==> src/rtl/m_sequence_pkg.sv <==
// Shared constants and helpers for the m-sequence generator family:
// default primitive Galois tap masks and the maximal period length.
package m_sequence_pkg;

    localparam logic [1:0]  TAPS_2  = 2'h3;
    localparam logic [2:0]  TAPS_3  = 3'h6;
    localparam logic [3:0]  TAPS_4  = 4'hC;
    localparam logic [4:0]  TAPS_5  = 5'h14;
    localparam logic [5:0]  TAPS_6  = 6'h30;
    localparam logic [6:0]  TAPS_7  = 7'h60;
    localparam logic [7:0]  TAPS_8  = 8'hB8;
    localparam logic [8:0]  TAPS_9  = 9'h110;
    localparam logic [9:0]  TAPS_10 = 10'h240;
    localparam logic [10:0] TAPS_11 = 11'h500;
    localparam logic [11:0] TAPS_12 = 12'h829;
    localparam logic [12:0] TAPS_13 = 13'h100D;
    localparam logic [13:0] TAPS_14 = 14'h2015;
    localparam logic [14:0] TAPS_15 = 15'h6000;
    localparam logic [15:0] TAPS_16 = 16'hD008;
    localparam logic [16:0] TAPS_17 = 17'h12000;
    localparam logic [17:0] TAPS_18 = 18'h20400;
    localparam logic [18:0] TAPS_19 = 19'h40023;
    localparam logic [19:0] TAPS_20 = 20'h90000;
    localparam logic [20:0] TAPS_21 = 21'h140000;
    localparam logic [21:0] TAPS_22 = 22'h300000;
    localparam logic [22:0] TAPS_23 = 23'h420000;
    localparam logic [23:0] TAPS_24 = 24'hE10000;
    localparam logic [24:0] TAPS_25 = 25'h1200000;
    localparam logic [25:0] TAPS_26 = 26'h2000023;
    localparam logic [26:0] TAPS_27 = 27'h4000013;
    localparam logic [27:0] TAPS_28 = 28'h9000000;
    localparam logic [28:0] TAPS_29 = 29'h14000000;
    localparam logic [29:0] TAPS_30 = 30'h20000029;
    localparam logic [30:0] TAPS_31 = 31'h48000000;
    localparam logic [31:0] TAPS_32 = 32'h80200003;

    function automatic logic [32:0] period_len(input int width);
        return 33'((64'd1 << width) - 64'd1);
    endfunction

    function automatic logic [31:0] default_taps(input int width);
        case (width)
            2:       return 32'(TAPS_2);
            3:       return 32'(TAPS_3);
            4:       return 32'(TAPS_4);
            5:       return 32'(TAPS_5);
            6:       return 32'(TAPS_6);
            7:       return 32'(TAPS_7);
            8:       return 32'(TAPS_8);
            9:       return 32'(TAPS_9);
            10:      return 32'(TAPS_10);
            11:      return 32'(TAPS_11);
            12:      return 32'(TAPS_12);
            13:      return 32'(TAPS_13);
            14:      return 32'(TAPS_14);
            15:      return 32'(TAPS_15);
            16:      return 32'(TAPS_16);
            17:      return 32'(TAPS_17);
            18:      return 32'(TAPS_18);
            19:      return 32'(TAPS_19);
            20:      return 32'(TAPS_20);
            21:      return 32'(TAPS_21);
            22:      return 32'(TAPS_22);
            23:      return 32'(TAPS_23);
            24:      return 32'(TAPS_24);
            25:      return 32'(TAPS_25);
            26:      return 32'(TAPS_26);
            27:      return 32'(TAPS_27);
            28:      return 32'(TAPS_28);
            29:      return 32'(TAPS_29);
            30:      return 32'(TAPS_30);
            31:      return 32'(TAPS_31);
            32:      return 32'(TAPS_32);
            default: return 32'h0;
        endcase
    endfunction

endpackage

==> src/rtl/m_sequence_word_packer.sv <==
// Packs emitted sequence bits LSB-first into WORD_W-bit words and
// pulses o_word_valid for one cycle when a word completes.
module m_sequence_word_packer #(
    parameter int WORD_W = 8
) (
    input  logic              i_clock,
    input  logic              i_reset_n,
    input  logic              i_clear,
    input  logic              i_step,
    input  logic              i_bit,
    output logic [WORD_W-1:0] o_word,
    output logic              o_word_valid
);

    localparam int CW = $clog2(WORD_W + 1);

    logic [WORD_W-1:0] r_sr;
    logic [WORD_W-1:0] r_word;
    logic [CW-1:0]     r_cnt;
    logic              r_valid;
    logic [WORD_W-1:0] w_sr_next;
    logic              w_last;

    // New bits enter at the MSB so the oldest bit lands at bit 0.
    generate
        if (WORD_W == 1) begin : g_one
            assign w_sr_next = i_bit;
        end else begin : g_many
            assign w_sr_next = {i_bit, r_sr[WORD_W-1:1]};
        end
    endgenerate

    assign w_last = (r_cnt == CW'(WORD_W - 1));

    always_ff @(posedge i_clock) begin
        if (!i_reset_n) begin
            r_sr    <= '0;
            r_word  <= '0;
            r_cnt   <= '0;
            r_valid <= 1'b0;
        end else if (i_clear) begin
            r_cnt   <= '0;
            r_valid <= 1'b0;
        end else begin
            r_valid <= 1'b0;
            if (i_step) begin
                r_sr <= w_sr_next;
                if (w_last) begin
                    r_cnt   <= '0;
                    r_word  <= w_sr_next;
                    r_valid <= 1'b1;
                end else begin
                    r_cnt <= r_cnt + CW'(1);
                end
            end
        end
    end

    assign o_word       = r_word;
    assign o_word_valid = r_valid;

endmodule

==> src/rtl/m_sequence_gen.sv <==
// Galois LFSR m-sequence generator with seed/tap loading and lock-up
// recovery. Define M_SEQ_PERIOD_CHECK_EN to build the period checker.
module m_sequence_gen
    import m_sequence_pkg::*;
#(
    parameter int               WIDTH  = 4,
    parameter logic [WIDTH-1:0] TAPS   = WIDTH'(default_taps(WIDTH)),
    parameter logic [WIDTH-1:0] SEED   = WIDTH'(3),
    parameter int               WORD_W = 8
) (
    input  logic              clock,
    input  logic              reset,
    input  logic              enable,
    input  logic              load,
    input  logic [WIDTH-1:0]  load_seed,
    input  logic [WIDTH-1:0]  load_taps,
    output logic              out,
    output logic [WIDTH-1:0]  state,
    output logic              sync,
    output logic              lockup,
    output logic [WORD_W-1:0] word,
    output logic              word_valid,
    output logic              period_error
);

    logic [WIDTH-1:0] r_state;
    logic [WIDTH-1:0] r_seed;
    logic [WIDTH-1:0] r_taps;
    logic             r_lockup;
    logic [WIDTH-1:0] w_next;
    logic [WIDTH-1:0] w_ld_seed;
    logic             w_zero;
    logic             w_step;
    logic             w_sync;

    assign w_zero    = (r_state == '0);
    assign w_ld_seed = (load_seed == '0) ? SEED : load_seed;
    assign w_step    = enable & ~load & ~w_zero;
    assign w_next    = (r_state >> 1) ^ (r_state[0] ? r_taps : '0);
    assign w_sync    = enable & (r_state == r_seed);

    // Priority: reset, load, all-zero recovery, then a normal step.
    always_ff @(posedge clock) begin
        if (!reset) begin
            r_state  <= SEED;
            r_seed   <= SEED;
            r_taps   <= TAPS;
            r_lockup <= 1'b0;
        end else if (load) begin
            r_state  <= w_ld_seed;
            r_seed   <= w_ld_seed;
            r_taps   <= load_taps;
            r_lockup <= (load_seed == '0);
        end else if (w_zero) begin
            r_state  <= r_seed;
            r_lockup <= 1'b1;
        end else begin
            r_lockup <= 1'b0;
            if (enable) begin
                r_state <= w_next;
            end
        end
    end

    m_sequence_word_packer #(
        .WORD_W (WORD_W)
    ) u_packer (
        .i_clock      (clock),
        .i_reset_n    (reset),
        .i_clear      (load),
        .i_step       (w_step),
        .i_bit        (r_state[0]),
        .o_word       (word),
        .o_word_valid (word_valid)
    );

`ifdef M_SEQ_PERIOD_CHECK_EN
    logic [32:0] r_pcnt;
    logic        r_seen;
    logic        r_perr;

    // The count includes the step taken in the sync cycle itself.
    always_ff @(posedge clock) begin
        if (!reset || load) begin
            r_pcnt <= '0;
            r_seen <= 1'b0;
            r_perr <= 1'b0;
        end else if (w_step) begin
            if (w_sync) begin
                if (r_seen && (r_pcnt != period_len(WIDTH))) begin
                    r_perr <= 1'b1;
                end
                r_seen <= 1'b1;
                r_pcnt <= 33'd1;
            end else begin
                r_pcnt <= r_pcnt + 33'd1;
            end
        end
    end

    assign period_error = r_perr;
`else
    assign period_error = 1'b0;
`endif

    assign out    = r_state[0];
    assign state  = r_state;
    assign sync   = w_sync;
    assign lockup = r_lockup;

endmodule
==> config.mk <==
export PLATFORM = sky130hd
export DESIGN_NAME = m_sequence_gen
export DESIGN_NICKNAME = d
export VERILOG_FILES = /design/src/rtl/m_sequence_pkg.sv /design/src/rtl/m_sequence_word_packer.sv /design/src/rtl/m_sequence_gen.sv
export SDC_FILE = /design/constraint.sdc
export NUM_CORES = 1
export LEC_CHECK = 0
export CAP_MARGIN = 20
export CORE_UTILIZATION = 41
export DETAILED_ROUTE_END_ITERATION = 8
export PLACE_DENSITY = 0.68
export SKIP_LAST_GASP = 1
export SYNTH_ARGS = -nofsm -noshare
export SYNTH_HDL_FRONTEND = slang
export SYNTH_HIERARCHICAL = 1
export SYNTH_SLANG_ARGS = --single-unit
==> constraint.sdc <==
create_clock -name clock -period 1.65 [get_ports clock]
set_input_delay 0.165 -clock clock [delete_from_list [all_inputs] [get_ports clock]]
set_output_delay 0.165 -clock clock [all_outputs]
set_load 0.01 [all_outputs]
After elaboration in Yosys (flattened, before gate mapping):

Index checks and enable logic that the tools add are counted.

* eq/ne operators: 2
* add/sub/neg operators: 1
* reductions and logical operators: 7
* multiplexer cells: 9
* bitwise logic cells: 8

Operators by type and width (number)
* 4-bit 2-to-1 mux: 6
* 4-bit logical NOT: 2
* 4-bit by 1-bit adder with 4-bit output (second input constant): 1
* 4-bit by 3-bit == test with 1-bit output (second input constant): 1
* 4-bit == test: 1
* 1-bit inverter: 4
* 3-bit by 4-bit XOR with 4-bit output: 1
* 1-bit bitwise AND: 3
* 1-bit 2-to-1 mux: 3
* 3-bit AND reduction: 1
* 3-bit nonzero test: 1
* 3-bit OR reduction: 1
* 2-bit AND reduction: 1
* 2-bit OR reduction: 1

* input port bits: 12
* register bits: 34
* word-level logic and storage cells: 35
* output and inout bits: 17

Longest topological paths before layout:

Gate-level depths: netlist of the first run.

* depth after elaboration: 5
* mapped depth: 7

Hierarchy:

Netlist of the first run, hierarchy kept.

Modules (own cells, without submodules)
* m_sequence_word_packer: area each 800.8 µm², instances 1, sequential area each 400.4 µm², cells an instance 87
* m_sequence_gen: area each 740.7 µm², instances 1, sequential area each 260.2 µm², cells an instance 82

Least setup slack after synthesis of the first run:

No wires, ideal clock.

* kind: reg-to-reg
* start: reg r_state[1], in the netlist state[1]
* end: reg u_packer.r_word[0], in the netlist u_packer/o_word[0]
* cell stages (with the launch flop): 8
* path slack: -175 ps
* arrival: 1753 ps
* buffers on the path: 2
* cells stage by stage: dfxtp_1 > buf_2 > nor4_4 > nor3b_1 > nand2b_1 > buf_6 > nor2_8 > mux2i_1

* cells in the longest elaborated chain, start to end: 4

Ends and longest elaborated chain
* start: declaration: line m_sequence_gen.sv:26 `logic [WIDTH-1:0] r_state;`
* start signal: assignment: line m_sequence_gen.sv:50 `r_state <= w_ld_seed;`
* start signal: assignment: line m_sequence_gen.sv:55 `r_state <= r_seed;`
* start signal: assignment: line m_sequence_gen.sv:60 `r_state <= w_next;`
* 4-bit logical NOT: line m_sequence_gen.sv:36 `assign w_zero = (r_state == '0);`
* 1-bit inverter: line m_sequence_gen.sv:38 `assign w_step = enable & ~load & ~w_zero;`
* 1-bit bitwise AND: line m_sequence_gen.sv:38
* via w_step: line m_sequence_gen.sv:33 `logic w_step;`
* 3-bit AND reduction (no line)
* end signal: assignment: line m_sequence_word_packer.sv:50 `r_word <= w_sr_next;`
* end: declaration: line m_sequence_word_packer.sv:18 `logic [WORD_W-1:0] r_word;`

The timed path passes the listed nets, and every way through them passes these cells.
A chain may end at the register's enable or synchronous reset.

Worst setup path after layout of the first run:

* start: reg r_seed[1]
* end: out sync

* cells in the longest elaborated chain, start to end: 2

Ends and longest elaborated chain
* start: declaration: line m_sequence_gen.sv:27 `logic [WIDTH-1:0] r_seed;`
* start signal: assignment: line m_sequence_gen.sv:51 `r_seed <= w_ld_seed;`
* 4-bit == test: line m_sequence_gen.sv:40 `assign w_sync = enable & (r_state == r_seed);`
* 1-bit bitwise AND: line m_sequence_gen.sv:40
* end: declaration: line m_sequence_gen.sv:19 `output logic sync,`

Every way passes these cells.

==> flow_metrics.env, run 1 <==
export IMPL_outcome="finished, final reports clean"
export IMPL_synth_area_per_cell_um2=9.12
export IMPL_htreeDepth=2
export IMPL_cp_startpoint="r_seed[1]"
export IMPL_dieHeight_um=63.3
export IMPL_detail_route_wirelength_um=3260
export IMPL_tritoncts_num_sinks=33
export IMPL_ys_seq_area_share_pct=42.9
export IMPL_firstDrtPassIters=4
export IMPL_final_gp_congestion=0.779
export IMPL_worst_flop_to_flop_path_endpoint="u_packer/r_cnt[3]"
export IMPL_rrSetupSlack_ps=120
export IMPL_yosys_cell_types_count=38
export IMPL_synth_cells_most_frequent="36 x nand2_1, 33 x dfxtp_1, 16 x mux2i_1, 7 x a21boi_0"
export IMPL_area_of_the_core_mm2=0.00347
export IMPL_synthToLayoutAreaGrowth_pct=29.6
export IMPL_cts_setup_buffers=0
export IMPL_cp_end_kind="output port"
export IMPL_setup_total_negative_slack_ps=0
export IMPL_detail_route_vias_per_cell=5.08
export IMPL_ys_flop_type="dfxtp_1"
export IMPL_finalWorstSetupSlack_ps=11.6
export IMPL_timing_critical_path_arrival_ps=1470
export IMPL_postSynthCellCount=169
export IMPL_pwr_dens_mw_per_mm2=849
export IMPL_globalRoute_totalOverflow=0
export IMPL_worst_skew_pair_late_latency_ps=290
export IMPL_fp_dieW_um=63.3
export IMPL_power_uw=1700
export IMPL_route_detailed_drc=0
export IMPL_antenna_found_initial=0
export IMPL_start_kind="flop"
export IMPL_grt_max_degree=39
export IMPL_hpwl_um=2310
export IMPL_yosysTopAreaCellShare_pct=42.9
export IMPL_cts_path_max_buffers=2
export IMPL_routed_wire_length_per_instance_um=13.0
export IMPL_fin_crit_sh_pct=99.3
export IMPL_placed_cells=242
export IMPL_max_cap_viol_count=0
export IMPL_ys_ff_latch=33
export IMPL_grt_pass1_vias=1277
export IMPL_yosysTopAreaCell="dfxtp_1"
export IMPL_post_synth_edffs=0
export IMPL_cts_made_buffers=5
export IMPL_vdd_drop_max_v=0.000460
export IMPL_post_synthesis_async_set_or_reset_flop_share_pct=0
export IMPL_r2r_start="state[1]"
export IMPL_floorplan_initialDensity_pct=44.4
export IMPL_antennaDiodeCount=0
export IMPL_core_rowCount=21
export IMPL_layout_drive_gt1_share_pct=14.2
export IMPL_io_buffer_count=27
export IMPL_p_leak_uw=0.000762
export IMPL_fillCellCount=330
export IMPL_number_of_top_level_design_ports=29
export IMPL_initialDrtViolationCount=64
export IMPL_cts_tree="built"
export IMPL_die_area_mm2=0.00401
export IMPL_post_route_min_period_ps=1640
export IMPL_hold_worst_slack_ps=457
export IMPL_synth_area_mm2=0.00154
export IMPL_hold_path_class="reg -> reg"
export IMPL_cts_reportedPaths_clkPinSlew_ps=70
export IMPL_synth_nets=182
export IMPL_timing_critical_path_required_ps=1480
export IMPL_detailroute_via_count=1271
export IMPL_clk_root_buffer_cell="clkbuf_8"
export IMPL_yosysMostFrequentCell="nand2_1"
export IMPL_timing_critical_path_to="sync"
export IMPL_route_antenna_remaining_nets=0
export IMPL_global_route_wire_length_before_repair_um=5600
export IMPL_yosys_top_cells_area="dfxtp_1 43%, mux2i_1 10%, nand2_1 8.8%"
export IMPL_critical_path_max_fanout=3
export IMPL_yosys_warnings=6
export IMPL_worst_r2r_cell_count=7
export IMPL_post_place_ws_ps=-41.8
export IMPL_nNetsFinal=216
export IMPL_slew_viol_final=0
export IMPL_fin_cells=250
export IMPL_clock_fmax_ghz=0.610
export IMPL_aggregate_global_route_resource_usage_pct=17.8
export IMPL_number_of_failing_hold_endpoints_at_the_final_stage=0
export IMPL_finalSetupViolCount=0
export IMPL_crit_type="reg -> out"
export IMPL_cts_hold_fix_buffers=0
export IMPL_final_setup_skew_ps=4.10
## through the flow
stage          utilization, %  area (um^2)
2_1_floorplan               -         1550
3_3_place_gp             54.8         1900
3_5_place_dp             54.8         1900
4_1_cts                  57.4         1990
5_1_grt                  57.6         2000
6_report                 57.6         2000
## layout make-up
cell class | instances | area (um^2) | area share [%]
flip-flops and latches | 33 | 664 | 33.2
clock inverters | 3 | 17.5 | 0.877
repair buffers | 39 | 384 | 19.2
multi-input cells | 124 | 806 | 40.3
clock buffers | 5 | 68.8 | 3.44
well taps | 46 | 57.6 | 2.88
## kinds of logic (layout without fill, tap and decap cells)
logic type	after synthesis	after routing	synth area share [%]
xor+xnor	6	6	3.41
compound gates	26	26	11.0
fa+ha+maj	1	1	0.812
flops	33	33	42.9
simple gates	74	74	25.7
buf+inv	12	47	5.68
mux	16	16	10.4
other cells	1	1	0.243
## worst max-delay path, stage by stage, from the launching register on
cell and delay (ps):
dfxtp_1 340, xnor2_1 230, nand2_1 120, nor4_2 190
dlygate4sd2_1 310
## flip-flops by register name, summed over array words and instances, names as in the netlist
signal	cells
r_seed	4
u_packer/r_cnt	4
lockup	1
state	4
r_taps	4
u_packer/o_word	8
u_packer/o_word_valid	1
u_packer/r_sr	7
## metal layers
metal	up-vias	wire, um	GRT usage (%)
met5	-	0	0
met4	0	47	6.25
met1	591	1400	20.0
met3	6	164	7.07
met2	32	1640	30.4
li1	642	-	-
## cells in the final DEF, fill, tap and decap left out, types with 2 or more instances in the layout
cell / instances
and3_1: 2
mux2i_1: 16
nor2_1: 6
nand3_1: 3
a21oi_1: 4
nand2_1: 36
nor3_1: 2
buf_4: 10
dfxtp_1: 30
o21ai_1: 2
a21o_1: 2
a21boi_0: 7
nand3b_1: 2
clkinv_2: 2
nand2b_1: 6
nor2b_1: 5
xor2_1: 4
o21ai_0: 5
nor4b_1: 2
xnor2_1: 2
clkbuf_8: 5
dfxtp_2: 3
buf_12: 2
a31oi_1: 2
clkdlybuf4s50_1: 26
## what timing repair did
action	CTS	global route
pin swaps	0	0
gates resized for setup	4	2
gates cloned	0	0
setup endpoints to repair	3	4
## report_power, final
part | internal (uW) | switching (uW) | total (uW) | leakage, uW
registers | 823 | 28.9 | 851 | 0.000269
logic | 134 | 114 | 248 | 0.000449
clock network | 291 | 306 | 596 | 0.0000439
## worst min path at each step
stage,from,endpoint,slack (ps),cells past startpoint
global route,u_packer/o_word[0],u_packer/o_word[0],480,2
CTS,u_packer/o_word[3],u_packer/o_word[3],460,2
global placement,u_packer/o_word[7],u_packer/o_word[7],440,2
detailed placement,u_packer/o_word[0],u_packer/o_word[0],450,2
finish,u_packer/o_word[3],u_packer/o_word[3],460,2
floorplan,load_taps[3],r_taps[3],290,2
(Power assumes the default switching activity.)
==> run 2: changes to the inputs <==
- CORE_MARGIN: not set -> 3
==> flow_metrics.env, run 2 (synthesized netlist as in run 1, its figures left out) <==
export IMPL_timing_critical_path_cells="buf_4, clkdlybuf4s50_1"
export IMPL_clock_fmax_ghz=0.638
export IMPL_detail_route_wirelength_um=3050
export IMPL_critical_path_max_stage_delay_ps=540
export IMPL_number_of_top_level_design_ports=29
export IMPL_pwr_dens_mw_per_mm2=864
export IMPL_detailroute_via_count=1262
export IMPL_setup_repair_after_global_routing_missed_its_margin="false"
export IMPL_max_cap_viol_count=0
export IMPL_aggregate_global_route_resource_usage_pct=15.0
export IMPL_crit_type="reg -> out"
export IMPL_grtUsageMet1_pct=17.7
export IMPL_cts_path_max_buffers=2
export IMPL_nNetsFinal=217
export IMPL_area_of_the_core_mm2=0.00347
export IMPL_gr_usage_met2_pct=25.3
export IMPL_worst_path_max_delay_cell="clkdlybuf4s50_1"
export IMPL_timing_critical_path_required_ps=1480
export IMPL_most_common_layout_cells="36 x nand2_1, 30 x dfxtp_1, 26 x clkdlybuf4s50_1"
export IMPL_clk_root_buffer_cell="clkbuf_8"
export IMPL_post_place_ws_ps=-54.1
export IMPL_critPathBufInv=2
export IMPL_power_uw=1730
export IMPL_fin_crit_sh_pct=95.0
export IMPL_routed_wire_length_per_instance_um=12.2
export IMPL_cts_tree="built"
export IMPL_hpwl_um=2250
export IMPL_grt_max_degree=39
export IMPL_grt_util_met3_pct=4.16
export IMPL_dieHeight_um=67.3
export IMPL_io_buffer_count=27
export IMPL_cts_made_buffers=5
export IMPL_synthToLayoutAreaGrowth_pct=29.9
export IMPL_critical_path_max_fanout=8
export IMPL_finalWorstSetupSlack_ps=82.3
export IMPL_outcome="finished, final reports clean"
export IMPL_fillCellCount=325
export IMPL_route_detailed_drc=0
export IMPL_detail_route_vias_per_cell=5.03
export IMPL_tritoncts_num_sinks=33
export IMPL_cp_startpoint="state[0]"
export IMPL_grt_pass1_vias=1213
export IMPL_htreeDepth=2
export IMPL_worst_skew_pair_late_latency_ps=270
export IMPL_vdd_drop_max_v=0.000440
export IMPL_cts_reportedPaths_clkPinSlew_ps=60
export IMPL_floorplan_initialDensity_pct=44.4
export IMPL_r2r_start="state[1]"
export IMPL_antennaDiodeCount=0
export IMPL_antenna_found_initial=0
export IMPL_timing_critical_path_arrival_ps=1400
export IMPL_post_route_min_period_ps=1570
export IMPL_global_route_wire_length_before_repair_um=5190
export IMPL_number_of_failing_hold_endpoints_at_the_final_stage=0
export IMPL_hold_path_class="reg -> reg"
export IMPL_start_kind="flop"
export IMPL_cp_end_kind="output port"
export IMPL_core_rowCount=21
export IMPL_final_gp_congestion=0.881
export IMPL_globalRoute_totalOverflow=0
export IMPL_die_area_mm2=0.00453
export IMPL_slew_viol_final=0
export IMPL_layout_drive_gt1_share_pct=14.1
export IMPL_layout_cells_most_common="nand2_1"
export IMPL_finalSetupViolCount=0
export IMPL_firstDrtPassIters=4
export IMPL_critPathTopFamily="buffers and inverters"
export IMPL_fp_dieW_um=67.3
export IMPL_hold_path_startpoint="u_packer/o_word[7]"
export IMPL_final_setup_skew_ps=3.96
export IMPL_flip_flop_count_of_the_largest_register_all_copies_and_words_added=8
export IMPL_route_antenna_remaining_nets=0
export IMPL_grt_most_used_layer="met2"
export IMPL_initialDrtViolationCount=43
export IMPL_cts_setup_buffers=0
export IMPL_p_leak_uw=0.000772
run 2: changes by cell type in the layout (fill, tap and decap cells not counted):
cell,previous run,this run
buf_12,2,1
clkinv_2,2,1
nor4_1,1,2
clkbuf_8,5,7
clkinvlp_4,1,0
nor4_2,1,0
buf_4,10,12
run 2: repair_timing:
item                                   4_1_cts  5_1_grt
gates resized for setup                      4        1
setup endpoints to repair                    4        1
gates cloned                                 0        0
hold buffers                                 0        0
endpoints found under the hold margin        0        0
run 2: metal layers:
metal / vias up / wire [um]
li1: 642 / -
met3: 4 / 152
met4: 0 / 30
met2: 30 / 1520
met5: - / 0
met1: 586 / 1350
run 2: path summary, 6_finish.rpt:
| kind | to | slack (ps) | cells after the start |
|---|---|---|---|
| worst min-delay path | u_packer/o_word[7] | 460 | 2 |
| worst max register to register | u_packer/r_cnt[3] | 120 | 7 |
| worst min register to register | u_packer/o_word[7] | 460 | 2 |
| worst max-delay path | state[0] | 80 | 2 |
run 2: metrics by stage:
stage	setup TNS (ps)	area [um^2]	hold WS, ps	instances	utilization [%]
4_1_cts	0	2000	460	251	57.7
6_report	0	2000	459	251	57.7
5_1_grt	0	2000	475	251	57.7
2_1_floorplan	0	1550	293	169	-
3_5_place_dp	-272	1900	450	243	54.7
3_3_place_gp	-11.5	1900	443	243	54.7
run 2: layout make-up:
type	instances	area, um^2	area share (%)
flip-flops and latches	33	664	33.2
clock buffers	7	96.3	4.81
clock inverters	1	5.00	0.250
well taps	46	57.6	2.88
repair buffers	40	379	18.9
multi-input cells	124	800	39.9
run 2: worst register-to-register path, cell delays in order (launching register included):
cell and delay, ps:
dfxtp_1 350, buf_4 170, nor4_4 50, nor3b_2 220
buf_4 160, nand4_1 90, or3_1 320, a21oi_1 120
run 2: power breakdown:
part / internal [uW] / switching, uW / total, uW / leakage, uW
sequential: 823 / 29.9 / 853 / 0.000269
combinational: 131 / 106 / 237 / 0.000449
clock: 376 / 263 / 639 / 0.0000542
==> run 3: changes to the inputs <==
- CAP_MARGIN: 20 -> not set
- PLACE_DENSITY: 0.68 -> 0.77
==> flow_metrics.env, run 3 (synthesized netlist as in run 1, its figures left out) <==
export IMPL_outcome="finished, final reports clean"
export IMPL_power_share_clock_pct=45.3
export IMPL_post_place_ws_ps=-75.9
export IMPL_critPathBufInv=2
export IMPL_critical_path_max_stage_delay_ps=520
export IMPL_die_area_mm2=0.00453
export IMPL_post_place_instance_area_mm2=0.00189
export IMPL_clk_root_buffer_cell="clkbuf_8"
export IMPL_final_gp_congestion=0.801
export IMPL_hpwl_um=2120
export IMPL_hold_path_class="reg -> reg"
export IMPL_cts_setup_buffers=0
export IMPL_htreeDepth=2
export IMPL_floorplan_initialDensity_pct=44.4
export IMPL_postLayoutCoreUtil_pct=58.4
export IMPL_most_common_layout_cells="36 x nand2_1, 29 x dfxtp_1, 26 x clkdlybuf4s50_1"
export IMPL_critical_path_max_fanout=5
export IMPL_fin_crit_sh_pct=92.0
export IMPL_post_route_min_period_ps=1520
export IMPL_worst_path_max_delay_cell="clkdlybuf4s50_1"
export IMPL_tritoncts_num_sinks=33
export IMPL_cp_end_kind="output port"
export IMPL_synthToLayoutAreaGrowth_pct=31.3
export IMPL_cts_reportedPaths_clkPinSlew_ps=70
export IMPL_io_buffer_count=27
export IMPL_flip_flop_count_of_the_largest_register_all_copies_and_words_added=8
export IMPL_start_kind="flop"
export IMPL_finalSetupViolCount=0
export IMPL_detailroute_via_count=1218
export IMPL_internal_power_uw=1550
export IMPL_hold_worst_slack_ps=459
export IMPL_dieHeight_um=67.3
export IMPL_combinationalPowerShare_pct=11.6
export IMPL_grt_pass1_vias=1154
export IMPL_globalRoute_totalOverflow=0
export IMPL_antennaDiodeCount=0
export IMPL_detail_route_wirelength_um=3010
export IMPL_worst_r2r_cell_count=6
export IMPL_antenna_found_initial=0
export IMPL_routed_wire_length_per_instance_um=12.1
export IMPL_initialDrtViolationCount=61
export IMPL_firstDrtPassIters=4
export IMPL_cts_made_buffers=5
export IMPL_timing_critical_path_required_ps=1480
export IMPL_cts_hold_fix_buffers=0
export IMPL_timing_critical_path_arrival_ps=1350
export IMPL_pwr_dens_mw_per_mm2=979
export IMPL_detail_route_vias_per_cell=4.91
export IMPL_grt_max_degree=39
export IMPL_core_rowCount=21
export IMPL_power_share_switching_pct=21.7
export IMPL_cts_path_max_buffers=2
export IMPL_setup_repair_after_global_routing_missed_its_margin="false"
export IMPL_clock_fmax_ghz=0.659
export IMPL_share_seq_of_total_power_pct=43.1
export IMPL_max_cap_viol_count=0
export IMPL_final_setup_skew_ps=4.10
export IMPL_crit_type="reg -> out"
export IMPL_timing_critical_path_cells="buf_4, clkdlybuf4s50_1"
export IMPL_critPathTopFamily="buffers and inverters"
export IMPL_slew_viol_final=0
export IMPL_worstHoldPathCells=2
export IMPL_global_route_wire_length_before_repair_um=5150
export IMPL_stdcell_area_mm2=0.00202
export IMPL_route_detailed_drc=0
export IMPL_p_leak_uw=0.000777
export IMPL_aggregate_global_route_resource_usage_pct=15.2
export IMPL_area_of_the_core_mm2=0.00347
export IMPL_worst_skew_pair_late_latency_ps=290
export IMPL_crit_cells=2
export IMPL_placed_cells=240
export IMPL_cts_tree="built"
export IMPL_fp_dieW_um=67.3
export IMPL_number_of_failing_hold_endpoints_at_the_final_stage=0
export IMPL_nNetsFinal=214
export IMPL_route_antenna_remaining_nets=0
export IMPL_layout_drive_gt1_share_pct=12.9
export IMPL_finalWorstSetupSlack_ps=132
export IMPL_netSwitchingPower_uw=431
export IMPL_number_of_top_level_design_ports=29
export IMPL_vdd_drop_max_v=0.000591
export IMPL_layout_cells_most_common="nand2_1"
export IMPL_fin_cells=248
-- run 3: cell types whose count changed in the layout (fill, tap and decap cells not counted) --
cell       delta
and2b_2       -1
buf_4         -4
and2b_1       +1
clkbuf_8      -2
buf_12        +1
dfxtp_1       -1
bufinv_16     +2
dfxtp_2       +1
-- run 3: worst register-to-register path: stages (launching register included) --
cell	delay, ps
dfxtp_2	360
nor4_4	330
nor3b_2	100
nand2b_1	200
buf_4	190
nand2_1	50
a21boi_0	170
-- run 3: power groups by stage --
stage                     Clock, uW  Combinational, uW  Sequential [uW]
after floorplan                   0                147              860
after global placement            0                230              869
after CTS                       921                232              854
after detailed placement          0                232              870
after global routing            962                253              857
final                           899                229              854
-- run 3: layout make-up --
| class | instances | area, um^2 |
|---|---|---|
| clock buffer | 5 | 68.8 |
| clock inverter | 3 | 65.1 |
| fill | 331 | 1440 |
| multi-input combinational | 124 | 798 |
| sequential | 33 | 666 |
| tap | 46 | 57.6 |
| timing repair buffer | 37 | 369 |
-- run 3: final timing paths --
kind / from / to / slack [ps]
max: state[2] / state[2] / 130
min: u_packer/o_word[1] / u_packer/o_word[1] / 460
max reg2reg: state[2] / u_packer/r_sr[4] / 170
min reg2reg: u_packer/o_word[1] / u_packer/o_word[1] / 460
-- run 3: stage by stage --
step | total power, uW | setup TNS (ps)
final | 1980 | 0
after global routing | 2070 | 0
after CTS | 2010 | 0
after detailed placement | 1100 | -390
after global placement | 1100 | -13.4
after floorplan | 1010 | 0
-- run 3: timing repair --
| item | 4_1_cts | 5_1_grt |
|---|---|---|
| resized for setup | 5 | 0 |
| setup endpoints to repair | 1 | 0 |
| hold endpoints to repair | 0 | 0 |
-- run 3: layer usage --
layer	global-route usage, %	vias to the layer above	wire (um)
met5	0	-	0
met4	4.56	0	25
met3	6.32	3	206
met2	24.0	30	1390
met1	18.9	555	1390
li1	-	630	-
